==> config.mk <==
export PLATFORM = sky130hd
export DESIGN_NAME = mul_engine_scheduler_flat
export DESIGN_NICKNAME = d
export VERILOG_FILES = /design/src/rtl/mul_pkg.sv /design/src/rtl/mul_engine_scheduler_if.sv /design/src/rtl/mul_engine_scheduler_rr_arbiter.sv /design/src/rtl/mul_engine_scheduler.sv /design/src/flat_wrapper.sv
export SDC_FILE = /design/constraint.sdc
export NUM_CORES = 1
export LEC_CHECK = 0
export BUFFER_PORTS_ARGS = -buffer_cell sky130_fd_sc_hd__buf_4
export CAP_MARGIN = 20
export CELL_PAD_IN_SITES_DETAIL_PLACEMENT = 1
export CELL_PAD_IN_SITES_GLOBAL_PLACEMENT = 2
export CORE_UTILIZATION = 28
export CTS_BUF_LIST = sky130_fd_sc_hd__clkbuf_4 sky130_fd_sc_hd__clkbuf_8 sky130_fd_sc_hd__clkbuf_16
export CTS_CLUSTER_DIAMETER = 50
export CTS_CLUSTER_SIZE = 25
export DETAILED_ROUTE_END_ITERATION = 8
export PLACE_DENSITY_LB_ADDON = 0.25
export SLEW_MARGIN = 20
export SYNTH_ARGS = -nofsm -noshare
export SYNTH_HDL_FRONTEND = slang
export SYNTH_SLANG_ARGS = --single-unit
==> constraint.sdc <==
create_clock -name clk -period 2.24 [get_ports clk]
set_clock_uncertainty 0.2 [all_clocks]
set_input_delay 0.448 -clock clk [delete_from_list [all_inputs] [get_ports clk]]
set_output_delay 0.448 -clock clk [all_outputs]
set_load 0.05 [all_outputs]
==> src/rtl/mul_pkg.sv <==
// rtl/mul_pkg.sv - shared widths and FSM state type for the multiply engine scheduler
package mul_pkg;
  localparam int A_W   = 24;
  localparam int W_W   = 32;
  localparam int L_W   = 6;
  localparam int CNT_W = 16;

  typedef enum logic [1:0] {
    S_IDLE,
    S_ISSUE,
    S_WAIT,
    S_RESP
  } state_t;
endpackage

==> src/rtl/mul_engine_scheduler_if.sv <==
// rtl/mul_engine_scheduler_if.sv - start/done bus between the scheduler and the shared engine
interface mul_engine_scheduler_if;
  import mul_pkg::*;

  logic           eng_start;
  logic [A_W-1:0] eng_a1;
  logic [A_W-1:0] eng_a2;
  logic           eng_busy;
  logic           eng_done;
  logic [W_W-1:0] eng_w;
  logic [L_W-1:0] eng_l;
  logic           eng_ovf;

  modport master (
    output eng_start, eng_a1, eng_a2,
    input  eng_busy, eng_done, eng_w, eng_l, eng_ovf
  );

  modport slave (
    input  eng_start, eng_a1, eng_a2,
    output eng_busy, eng_done, eng_w, eng_l, eng_ovf
  );
endinterface

==> src/rtl/mul_engine_scheduler_rr_arbiter.sv <==
// rtl/mul_engine_scheduler_rr_arbiter.sv - combinational round-robin grant, searching upward from last_grant
module rr_arbiter #(
  parameter int N  = 2,
  parameter int IW = $clog2(N)
) (
  input  logic [N-1:0]  req,
  input  logic [IW-1:0] last_grant,
  output logic [N-1:0]  grant
);
  localparam logic [IW:0] N_V = (IW+1)'(N);

  logic [IW:0]   sum;
  logic [IW-1:0] idx;
  logic          found;

  // Wrap is done by subtraction so non-power-of-two N works.
  always_comb begin
    grant = '0;
    found = 1'b0;
    sum   = '0;
    idx   = '0;
    for (int off = 1; off <= N; off++) begin
      sum = {1'b0, last_grant} + (IW+1)'(off);
      idx = (sum >= N_V) ? IW'(sum - N_V) : IW'(sum);
      if (!found && req[idx]) begin
        grant[idx] = 1'b1;
        found      = 1'b1;
      end
    end
  end
endmodule

==> src/rtl/mul_engine_scheduler.sv <==
// rtl/mul_engine_scheduler.sv - shares one multiply/popcount engine between N_REQ requesters
module mul_engine_scheduler
  import mul_pkg::*;
#(
  parameter int N_REQ       = 2,
  parameter int TIMEOUT_CYC = 64
) (
  input  logic                   clk,
  input  logic                   n_reset,
  input  logic [N_REQ-1:0]       req,
  input  logic [N_REQ*A_W-1:0]   req_a1,
  input  logic [N_REQ*A_W-1:0]   req_a2,
  output logic [N_REQ-1:0]       ack,
  output logic [N_REQ-1:0]       rsp_valid,
  output logic [W_W-1:0]         rsp_w,
  output logic [L_W-1:0]         rsp_l,
  output logic                   rsp_ovf,
  output logic                   rsp_err,
  mul_engine_scheduler_if.master eng,
  output logic [CNT_W-1:0]       op_count,
  output logic                   busy
);
  localparam int IW = $clog2(N_REQ);
  localparam int TW = $clog2(TIMEOUT_CYC) + 1;
  localparam logic [IW-1:0] LAST_RST = IW'(N_REQ - 1);
  localparam logic [TW-1:0] T_LAST   = TW'(TIMEOUT_CYC - 1);

  state_t           state, state_nxt;
  logic [IW-1:0]    last_grant, gnt_idx, sel_idx;
  logic [N_REQ-1:0] grant, gnt_q;
  logic [A_W-1:0]   sel_a1, sel_a2;
  logic [TW-1:0]    timer;
  logic             take, timeout;

  rr_arbiter #(.N(N_REQ), .IW(IW)) u_arb (
    .req        (req),
    .last_grant (last_grant),
    .grant      (grant)
  );

  always_comb begin
    sel_idx = '0;
    sel_a1  = '0;
    sel_a2  = '0;
    for (int i = 0; i < N_REQ; i++) begin
      if (grant[i]) begin
        sel_idx = IW'(i);
        sel_a1  = req_a1[i*A_W +: A_W];
        sel_a2  = req_a2[i*A_W +: A_W];
      end
    end
  end

  assign take    = (|req) && !eng.eng_busy;
  assign timeout = (timer == T_LAST);

  always_ff @(posedge clk or negedge n_reset) begin
    if (!n_reset) state <= S_IDLE;
    else          state <= state_nxt;
  end

  always_comb begin
    state_nxt = state;
    case (state)
      S_IDLE:  if (take) state_nxt = S_ISSUE;
      S_ISSUE: state_nxt = S_WAIT;
      S_WAIT:  if (eng.eng_done || timeout) state_nxt = S_RESP;
      S_RESP:  state_nxt = S_IDLE;
      default: state_nxt = S_IDLE;
    endcase
  end

  // Registered outputs; result fields change only when WAIT exits and then hold.
  always_ff @(posedge clk or negedge n_reset) begin
    if (!n_reset) begin
      ack           <= '0;
      rsp_valid     <= '0;
      rsp_w         <= '0;
      rsp_l         <= '0;
      rsp_ovf       <= 1'b0;
      rsp_err       <= 1'b0;
      eng.eng_start <= 1'b0;
      eng.eng_a1    <= '0;
      eng.eng_a2    <= '0;
      op_count      <= '0;
      busy          <= 1'b0;
      last_grant    <= LAST_RST;
      gnt_q         <= '0;
      gnt_idx       <= '0;
      timer         <= '0;
    end else begin
      ack           <= '0;
      rsp_valid     <= '0;
      eng.eng_start <= 1'b0;
      busy          <= (state_nxt != S_IDLE);
      case (state)
        S_IDLE: begin
          if (take) begin
            ack        <= grant;
            gnt_q      <= grant;
            gnt_idx    <= sel_idx;
            eng.eng_a1 <= sel_a1;
            eng.eng_a2 <= sel_a2;
          end
        end
        S_ISSUE: begin
          eng.eng_start <= 1'b1;
          timer         <= '0;
        end
        S_WAIT: begin
          timer <= timer + TW'(1);
          if (eng.eng_done) begin
            rsp_w   <= eng.eng_w;
            rsp_l   <= eng.eng_l;
            rsp_ovf <= eng.eng_ovf;
            rsp_err <= 1'b0;
          end else if (timeout) begin
            rsp_w   <= '0;
            rsp_l   <= '0;
            rsp_ovf <= 1'b0;
            rsp_err <= 1'b1;
          end
        end
        S_RESP: begin
          rsp_valid  <= gnt_q;
          op_count   <= op_count + CNT_W'(1);
          last_grant <= gnt_idx;
        end
        default: ;
      endcase
    end
  end
endmodule

==> src/flat_wrapper.sv <==
// flat-port wrapper written by rule: the top's interface ports become plain ports
module mul_engine_scheduler_flat import mul_pkg::*;
#(
  parameter int N_REQ       = 2,
  parameter int TIMEOUT_CYC = 64
)
  (clk, n_reset, req, req_a1, req_a2, ack, rsp_valid, rsp_w, rsp_l, rsp_ovf, rsp_err, op_count, busy, eng_eng_start, eng_eng_a1, eng_eng_a2, eng_eng_busy, eng_eng_done, eng_eng_w, eng_eng_l, eng_eng_ovf);
  mul_engine_scheduler_if eng_i ();
  input  logic clk;
  input  logic n_reset;
  input  logic [N_REQ-1:0] req;
  input  logic [N_REQ*A_W-1:0] req_a1;
  input  logic [N_REQ*A_W-1:0] req_a2;
  output logic [N_REQ-1:0] ack;
  output logic [N_REQ-1:0] rsp_valid;
  output logic [W_W-1:0] rsp_w;
  output logic [L_W-1:0] rsp_l;
  output logic rsp_ovf;
  output logic rsp_err;
  output logic [CNT_W-1:0] op_count;
  output logic busy;
  output wire logic [$bits(eng_i.eng_start)-1:0] eng_eng_start;
  output wire logic [$bits(eng_i.eng_a1)-1:0] eng_eng_a1;
  output wire logic [$bits(eng_i.eng_a2)-1:0] eng_eng_a2;
  input wire logic [$bits(eng_i.eng_busy)-1:0] eng_eng_busy;
  input wire logic [$bits(eng_i.eng_done)-1:0] eng_eng_done;
  input wire logic [$bits(eng_i.eng_w)-1:0] eng_eng_w;
  input wire logic [$bits(eng_i.eng_l)-1:0] eng_eng_l;
  input wire logic [$bits(eng_i.eng_ovf)-1:0] eng_eng_ovf;
  assign eng_eng_start = eng_i.eng_start;
  assign eng_eng_a1 = eng_i.eng_a1;
  assign eng_eng_a2 = eng_i.eng_a2;
  assign eng_i.eng_busy = eng_eng_busy;
  assign eng_i.eng_done = eng_eng_done;
  assign eng_i.eng_w = eng_eng_w;
  assign eng_i.eng_l = eng_eng_l;
  assign eng_i.eng_ovf = eng_eng_ovf;
  mul_engine_scheduler #(.N_REQ(N_REQ), .TIMEOUT_CYC(TIMEOUT_CYC)) u_core (.clk(clk), .n_reset(n_reset), .req(req), .req_a1(req_a1), .req_a2(req_a2), .ack(ack), .rsp_valid(rsp_valid), .rsp_w(rsp_w), .rsp_l(rsp_l), .rsp_ovf(rsp_ovf), .rsp_err(rsp_err), .eng(eng_i), .op_count(op_count), .busy(busy));
endmodule
# --- Word level (Yosys, flattened, before mapping) ---
# Cells that the tools add are included.
word_totals:
  reg_bits: 123
  latch_bits: 0
  ram_bits: 0
  mem_bits_ro: 0
  input_bits: 141
  out_inout_bits: 110
  wordCells: 81
  mem_count: 0
op_classes:
  add_sub_neg: 6
  mul: 0
  div_mod_pow: 0
  n_lt_le_gt_ge: 6
  eq_ne: 4
  shifts: 0
  muxes: 34
  n_bitwise: 1
  reduce_logical: 14
ops:
  columns: ["operator", "n"]
  rows:
  - ["2-to-1 mux 24 bit", 4]
  - ["2-to-1 mux 32 bit", 2]
  - ["adder 16 x 1 -> 16 bit (second input constant)", 1]
  - ["2-to-1 mux 1 bit", 15]
  - ["2-to-1 mux 2 bit", 7]
  - ["one-hot mux 7 bit (2 select lines)", 1]
  - ["2-to-1 mux 6 bit", 2]
  - ["one-hot mux 2 bit (4 select lines)", 1]
  - ["adder 7 x 1 -> 7 bit (second input constant)", 1]
  - ["equality test 7 x 6 -> 1 bit (second input constant)", 1]
  - ["nonzero test 2 bit", 3]
  - ["equality test 2 bit (second input constant)", 2]
  - ["greater-or-equal comparator 2 bit (second input constant)", 2]
  - ["logical AND 1 bit", 4]
  - ["less-than comparator 1 x 2 -> 1 bit (second input constant)", 2]
  - ["AND reduction 2 bit", 2]
  - ["adder 1 x 1 -> 2 bit (second input constant)", 1]
  - ["adder 1 x 2 -> 2 bit (second input constant)", 1]
  - ["demux 1 bit (select 1 bit)", 2]
  - ["equality test 2 x 1 -> 1 bit (second input constant)", 1]
  - ["greater-or-equal comparator 1 bit (second input constant)", 2]
  - ["zero test 1 bit", 2]
  - ["zero test 2 bit", 1]
  - ["bitwise OR 2 bit", 1]
  - ["3 further kinds", 4]

# --- Logic depth before layout (Yosys ltp) ---
# Gate-level depths: netlist of run 1.
depth:
  depth_word: 12
  mapped_depth: 7
  ltp_nobuf: 5

# --- Modules after synthesis ---
# Synthesis of run 1 repeated with hierarchy kept, for this count alone.
unflattened:
  hier_cells: 441
  area_unflattened_um2: 5012.3
modules_own_cells:
  columns: ["module", "instances", "cells_per_inst", "area_per_inst_um2", "seq_area_each_um2"]
  rows:
  - ["mul_engine_scheduler", 1, 438, 4993.5, 3054.2]
  - ["rr_arbiter", 1, 3, 18.8, 0.0]

# --- Worst setup path after synthesis of run 1 ---
# Ideal clock, no wire load.
synth_path:
  kind: "reg-to-reg"
  from: "reg u_core.state[0]"
  to: "reg u_core.eng.eng_a1[0]"
  setup_time_ps: 126
  arrival_time_ps: 1548
  t_required_ps: 1914
  setup_slack_ps: 366
  path_stages_with_launch: 8
  path_buffers: 2
  period_less_slack_ps: 1874
  path_cell_list: "dfrtp_1 > inv_1 > ha_1 > nor2b_4 > and3_4 > buf_6 > buf_6 > a221o_1"
synth_between:
  elab_chain_cells: 2
synth_rtl:
  columns: ["element", "line", "source"]
  rows:
  - ["start, declared", "mul_engine_scheduler.sv:28", "state_t state, state_nxt;"]
  - ["start signal, assigned", "mul_engine_scheduler.sv:59", "else state <= state_nxt;"]
  - ["zero test 2 bit", "mul_engine_scheduler.sv:96", "case (state)"]
  - ["AND reduction 2 bit (no line)", null, null]
  - ["end signal, assigned", "mul_engine_scheduler.sv:102", "eng.eng_a1 <= sel_a1;"]
  - ["end, declared", "mul_engine_scheduler_if.sv:15", "output eng_start, eng_a1, eng_a2,"]
# Every way passes these cells.
# A chain may end at the register's enable or synchronous reset.

# --- Worst setup path in the final report of run 1 ---
layout_path:
  from: "reg u_core.state[0]"
  to: "reg u_core.eng.eng_a1[18]"
# Same word-level chain as after synthesis.

==> flow_summary_export.csv, run 1 <==
group,metric,value,unit
outcome,status,"finished, final reports clean",
detailed_routing,dr.pass1.iters,4,
sta,drv_slew,0,
critical_path,crit_required,2.33,ns
power_and_ir_drop,p_switching,6.16,mW
placed_design,place_hpwl,13200,um
power_and_ir_drop,leakage,4.21,nW
sta,finalSetupViolations,0,
power_and_ir_drop,power.total,13.6,mW
layout,area_delta_synth_final,50.8,%
global_routing,overflow,0,
cts,clk_latency,0.41,ns
yosys,synth-seq-area-share,0.545,
sta,holdWs,0.0597,ns
layout,layout.nets,907,
floorplanning,row_count,51,
floorplanning,fp.dieW,143,um
global_routing,grt_pass1_wl,28800,um
layout,drive_above_1_share,0.401,
sta,fin_crit_sh,0.902,
yosys,postSynthNetCount,659,
power_and_ir_drop,power.internal,7.44,mW
sta,setup_tns,0,ns
detailed_routing,wire_per_inst,17.6,um
critical_path,setup.worst_path.start_class,"register",
placed_design,dpl_cell_area,7770,um^2
power_and_ir_drop,power_frac_clock,0.227,
yosys,ys_warn_count,0,
power_and_ir_drop,swShare,0.453,
placed_design,globalplace.congestion,0.764,
layout,design_area,8450,um^2
sta,fin_crit,2.02,ns
detailed_routing,vias,5029,
placed_design,placed_cells,1005,
global_routing,grt_max_degree,50,
yosys,synthFlopType,"dfrtp_1",
layout,fin_util,0.433,
yosys,yosys.cell_types.count,46,
critical_path,critPathMaxFanout,30,
cts,cts_tree,"built",
global_routing,grt.total_usage,0.184,
sta,rsz0062_at_grt,"no",
cts,post_cts_resized,0,
detailed_routing,vias_per_cell,4.84,
yosys,avgSynthCellArea,10.9,um^2
job,maxCapViolCount,0,
layout,diodes,0,
yosys,ys_top_cells_by_count,"dfrtp_1, nand2_1, a221o_1",
detailed_routing,post-route-drc-count,0,
yosys,synth_edf_count,0,
yosys,synthCells,512,
cts,clockRootBuffer,"clkbuf_16",
placed_design,io_buffers,250,
floorplanning,dieArea,20600,um^2
cts,htreeDepth,4,
floorplanning,coreArea,19500,um^2
global_routing,antenna_found_initial,0,
power_and_ir_drop,pwr_density_cell,1610,nW/um^2
yosys,yosys-top-cells-area,"dfrtp_1, a221o_1, nand2_1",
sta,finalHoldViolCount,0,
global_routing,grt_pass1_vias,5492,
critical_path,cp-end-kind,"register",
yosys,yosysTopAreaCellShare,0.541,
detailed_routing,routed_wirelength,18200,um
sta,clock.fmax,495,MHz
critical_path,critPathKind,"register to register",
critical_path,arrival,2.11,ns
cts,clock_path_buffers,2,
sta,setup_slack,0.220,ns
yosys,ys_seq_elements,122,
power_and_ir_drop,peakVddDrop,671,uV
sta,tightest_slew,0.428,ns
hold_path,hold_path.class,"input pin to register",
detailed_routing,drt-initial-drc-count,101,
power_and_ir_drop,combPwrFrac,0.498,
yosys,syn_area,5600,um^2
layout,fill_cells,2218,
cts,cts_buffers,17,
sta,slew_headroom,0.715,
cts,cts_num_sinks,122,
cts,postCtsSetupBuffers,0,
yosys,post-synth-top-count-cell,"dfrtp_1",
floorplanning,fp.dieH,143,um
yosys,async_flop_share,1.00,
floorplanning,io_pins,251,
yosys,synth_top_cell_by_area,"dfrtp_1",
placed_design,place_ws,0.204,ns
power_and_ir_drop,power_frac_seq,0.275,
layout,stdcell_count,1038,
floorplanning,start_util,0.287,
cts,path_clk_slew,0.06,ns
detailed_routing,ant_nets,0,
==> repair_timing <==
action,4_1_cts,5_1_grt
hold endpoints to repair,25,0
setup endpoints to repair,0,0
hold buffers,1,0
==> power by group through the flow <==
stage | logic [mW] | registers, mW | clock network [mW]
after floorplan | 1.86 | 6.43 | 0
after global routing | 7.24 | 3.87 | 3.27
after global placement | 6.71 | 3.72 | 0
after detailed placement | 6.88 | 3.76 | 0
final | 6.77 | 3.74 | 3.09
after CTS | 6.87 | 3.76 | 3.17
==> placed cells by master (no fill, tap or decap), drive strengths merged, types with 2 or more instances in the layout <==
master	synthesis	routed
xor2	12	12
a221o	48	48
bufinv	0	5
and3	3	3
nor2	8	8
o21ai	3	3
nand4	7	7
a21o	2	2
buf	21	267
xnor2	4	4
o311ai	39	39
clkbuf	18	21
nand2b	2	2
inv	43	43
nand3	2	2
clkinvlp	0	3
dfrtp	121	121
o2bb2ai	3	3
nor3	4	4
nor4	5	5
mux2i	2	2
and2	3	3
clkinv	1	4
ha	6	6
a21boi	48	48
mux2	2	2
nand2	92	92
nor2b	2	2
==> state kept, by name, indices dropped and copies added (netlist names) <==
name / cells
u_core.state: 2
u_core.eng.eng_a1: 24
u_core.rsp_valid: 2
u_core.eng.eng_start: 1
u_core.op_count: 16
u_core.last_grant: 1
u_core.busy: 1
u_core.rsp_err: 1
u_core.ack: 2
u_core.rsp_l: 6
u_core.rsp_w: 32
u_core.gnt_q: 2
u_core.timer: 7
u_core.eng.eng_a2: 24
u_core.rsp_ovf: 1
==> path summary, 6_finish.rpt <==
check	from	endpoint	slack, ns	depth (start not counted)
worst max-delay path	u_core.state[0]	u_core.eng.eng_a1[18]	0.22	6
worst min-delay path	req_a2[25]	u_core.eng.eng_a2[1]	0.06	2
worst max register to register	u_core.state[0]	u_core.eng.eng_a1[18]	0.22	6
worst min register to register	u_core.op_count[15]	u_core.op_count[15]	0.28	1
max in group asynchronous	n_reset	u_core.last_grant	0.86	3
min in group asynchronous	n_reset	u_core.rsp_w[6]	0.35	2
==> layer usage <==
metal	GRT usage	share of wire	up-vias
met3	0.0683	0.079	18
met5	0	0	-
met2	0.321	0.51	162
li1	-	-	2349
met4	0.0677	0.016	0
met1	0.204	0.39	2500
==> worst max-delay path: stages, from the launching register on <==
cell and delay, ns:
dfrtp_1 0.40, inv_1 0.10, ha_1 0.25, nor2b_4 0.16, and3_4 0.18, buf_4 0.23
a221o_1 0.39
==> cell families after synthesis <==
| group | share of synthesized area |
|---|---|
| AOI/OAI and AO/OA | 0.229 |
| xor gates and xnor gates | 0.0250 |
| adders and majority gates | 0.0134 |
| buffers and inverters | 0.0706 |
| DFF | 0.545 |
| muxes | 0.00760 |
| and+or+nand+nor | 0.109 |
==> area by class of cell <==
type	instances	area, um^2	share of cell area
flip-flops and latches	122	3050	0.362
inverters	44	165	0.0195
clock buffers	21	474	0.0561
repair buffers	268	2080	0.246
clock inverters	11	191	0.0227
multi-input cells	307	2150	0.255
well taps	265	332	0.0392
Power figures use the tool's default switching activity.
==> inputs of run 2 (changes only) <==
--- a/config.mk
+++ b/config.mk
@@ -5,11 +5,12 @@
 export SDC_FILE = /design/constraint.sdc
 export NUM_CORES = 1
 export LEC_CHECK = 0
+export ABC_AREA = 1
 export BUFFER_PORTS_ARGS = -buffer_cell sky130_fd_sc_hd__buf_4
 export CAP_MARGIN = 20
 export CELL_PAD_IN_SITES_DETAIL_PLACEMENT = 1
 export CELL_PAD_IN_SITES_GLOBAL_PLACEMENT = 2
-export CORE_UTILIZATION = 28
+export CORE_UTILIZATION = 27
 export CTS_BUF_LIST = sky130_fd_sc_hd__clkbuf_4 sky130_fd_sc_hd__clkbuf_8 sky130_fd_sc_hd__clkbuf_16
 export CTS_CLUSTER_DIAMETER = 50
 export CTS_CLUSTER_SIZE = 25
==> constraint.sdc (replaced) <==
create_clock -name clk -period 2.5 [get_ports clk]
set_clock_uncertainty 0.2 [all_clocks]
set_input_delay 0.5 -clock clk [delete_from_list [all_inputs] [get_ports clk]]
set_output_delay 0.5 -clock clk [all_outputs]
set_load 0.05 [all_outputs]
==> run 2 against run 1 <==
  * The run now ends with hold timing left
  * Critical path depth grew 1
  * Synthesized cell count grew 20%
  * Worst hold slack lost 0.15 ns
  * Via count grew 3.3%
==> flow_summary_export.csv, run 2 <==
group,metric,value,unit
critical_path,crit_required,2.64,ns
global_routing,grtUsageMet2,0.304,
placed_design,place_hpwl,12600,um
global_routing,overflow,0,
floorplanning,coreArea,19000,um^2
sta,finalHoldViolCount,19,
power_and_ir_drop,peakVddDrop,714,uV
hold_path,hold_path.class,"input pin to async pin",
power_and_ir_drop,leakage,4.28,nW
global_routing,antenna_found_initial,0,
power_and_ir_drop,power_frac_seq,0.279,
yosys,ys_seq_elements,122,
cts,post_cts_resized,0,
critical_path,critPathKind,"register to register",
layout,reg_top3,"u_core.rsp_w: 32 flops, u_core.eng.eng_a1: 24 flops, u_core.eng.eng_a2: 24 flops",
layout,diodes,0,
layout,drive_above_1_share,0.339,
critical_path,cp.buffers_inverters,3,
critical_path,slowest_stage,"inv_2",
power_and_ir_drop,p_switching,5.62,mW
outcome,status,"finished, violations left",
yosys,synthFlopType,"dfrtp_1",
layout,top_register,"u_core.rsp_w",
critical_path,arrival,2.24,ns
power_and_ir_drop,power_frac_clock,0.226,
cts,clk_latency,0.41,ns
yosys,yosys-top-cells-area,"dfrtp_1, nand3_1, nand2_1",
critical_path,cp-end-kind,"register",
yosys,async_flop_share,1.00,
cts,cts_buffers,17,
detailed_routing,post-route-drc-count,0,
power_and_ir_drop,power.internal,6.20,mW
critical_path,setup.worst_path.start_class,"register",
global_routing,top_usage_layer,"met2",
yosys,yosysTopAreaCellShare,0.571,
critical_path,path_depth,7,
global_routing,grt_pass1_wl,28600,um
critical_path,max_stage_delay,0.67,ns
detailed_routing,routed_wirelength,18000,um
detailed_routing,vias,5195,
detailed_routing,vias_per_cell,4.61,
yosys,ys_top_cells_by_count,"nand2_1, nand3_1, dfrtp_1",
layout,fill_cells,2269,
cts,postCtsSetupBuffers,0,
detailed_routing,wire_per_inst,16.0,um
cts,cts_tree,"built",
layout,layout.nets,1002,
detailed_routing,drt-initial-drc-count,185,
yosys,synthCells,614,
critical_path,critPathMostFrequentCell,"inv_1",
global_routing,grt_max_degree,123,
outcome,violations,"hold timing",
yosys,yosys.cell_types.count,23,
sta,setup_slack,0.396,ns
sta,fin_crit,2.10,ns
critical_path,critPathMaxFanout,50,
floorplanning,row_count,50,
yosys,synth_top_cell_by_area,"dfrtp_1",
layout,area_delta_synth_final,52.2,%
floorplanning,fp.dieW,142,um
yosys,syn_area,5310,um^2
placed_design,io_buffers,250,
layout,mostFrequentLayoutCells,"buf_4, nand2_1, nand3_1, dfrtp_1, inv_1",
critical_path,critPathTopFamily,"buffers and inverters",
cts,clockRootBuffer,"clkbuf_16",
sta,holdWs,-0.0916,ns
detailed_routing,ant_nets,0,
sta,finalSetupViolations,0,
yosys,synth_edf_count,0,
sta,tightest_slew,0.926,ns
sta,rsz0062_at_grt,"no",
cts,htreeDepth,4,
yosys,ys_warn_count,0,
placed_design,place_ws,0.308,ns
placed_design,globalplace.congestion,0.779,
job,maxCapViolCount,0,
floorplanning,io_pins,251,
critical_path,crit_chain,"inv_1 > ha_1 > inv_1 > nor2_4 > inv_2 > nand2_1 > nand3_1",
yosys,avgSynthCellArea,8.64,um^2
sta,drv_slew,0,
global_routing,grt_pass1_vias,5555,
yosys,post-synth-top-count-cell,"nand2_1",
layout,largest_register_ffs,32,
yosys,postSynthNetCount,761,
cts,cts_num_sinks,122,
sta,fin_crit_sh,0.842,
floorplanning,start_util,0.280,
yosys,synth-seq-area-share,0.576,
critical_path,reg2regPathDepth,7,
global_routing,grt.total_usage,0.183,
power_and_ir_drop,pwr_density_cell,1460,nW/um^2
cts,holdBufCountCts,0,
cts,clock_path_buffers,2,
floorplanning,fp.dieH,142,um
power_and_ir_drop,swShare,0.476,
sta,clock.fmax,475,MHz
cts,path_clk_slew,0.06,ns
detailed_routing,dr.pass1.iters,4,
sta,slew_headroom,0.382,
layout,layout_commonest_cell,"buf_4",
global_routing,use_met1,0.217,
sta,setup_tns,0,ns
floorplanning,dieArea,20200,um^2
global_routing,use_met3,0.0723,
power_and_ir_drop,combPwrFrac,0.496,
## run 2: changes by cell type after synthesis, sizes merged, moves of 12 or more
| cell | delta |
|---|---|
| a221o | -48 |
| inv | -14 |
| nor2 | +12 |
| nand3 | +158 |
| a21boi | -46 |
| o311ai | -39 |
| nand2 | +117 |
## run 2: logic make-up (layout without fill, tap and decap cells)
group | Yosys count | in the layout | synth area share
AND/OR/NAND/NOR | 397 | 397 | 0.323
flip-flops | 122 | 122 | 0.576
buffers and inverters | 63 | 317 | 0.0505
AO/OA/AOI/OAI | 13 | 13 | 0.0149
XOR/XNOR | 12 | 12 | 0.0198
adder cells (fa/ha/maj) | 6 | 6 | 0.0142
multiplexers | 1 | 1 | 0.00212
## run 2: per-layer routing
layer	share of wire	wire length (um)
met1	0.42	7610
met4	0.015	267
met2	0.48	8580
met5	0	0
met3	0.086	1540
## run 2: cell type report
type / instances / area, um^2 / share of cell area
clock inverters: 11 / 169 / 0.0209
inverters: 29 / 109 / 0.0135
flip-flops and latches: 122 / 3050 / 0.378
repair buffers: 256 / 1950 / 0.241
multi-input cells: 429 / 2000 / 0.248
well taps: 260 / 325 / 0.0403
clock buffers: 21 / 468 / 0.0580
## run 2: path summary, 6_finish.rpt
path / slack, ns / startpoint / to
worst min register to register: 0.27 / u_core.gnt_q[0] / u_core.rsp_valid[0]
worst min-delay path: -0.09 / n_reset / u_core.op_count[14]
min in group clk: 0.09 / eng_eng_w[3] / u_core.rsp_w[3]
worst max-delay path: 0.40 / u_core.state[0] / u_core.eng.eng_a2[5]
worst max register to register: 0.40 / u_core.state[0] / u_core.eng.eng_a2[5]
max in group asynchronous: 1.54 / n_reset / u_core.eng.eng_a2[19]
## run 2: metrics by stage
step	instances	area, um^2	total power [mW]	hold WS (ns)	util
2_1_floorplan	614	5310	7.20	0.00441	-
3_3_place_gp	1096	7440	9.09	0.255	0.392
3_5_place_dp	1096	7440	9.26	0.264	0.392
4_1_cts	1128	8070	12.0	0.0151	0.426
5_1_grt	1128	8070	12.5	0.0414	0.426
6_report	1128	8070	11.8	-0.0916	0.426
## run 2: power by group through the flow
stage          registers (mW)  clock network, mW  logic, mW
3_3_place_gp             3.29                  0       5.80
6_report                 3.30               2.67       5.86
2_1_floorplan            5.88                  0       1.33
5_1_grt                  3.41               2.82       6.24
4_1_cts                  3.31               2.73       5.94
3_5_place_dp             3.33                  0       5.93
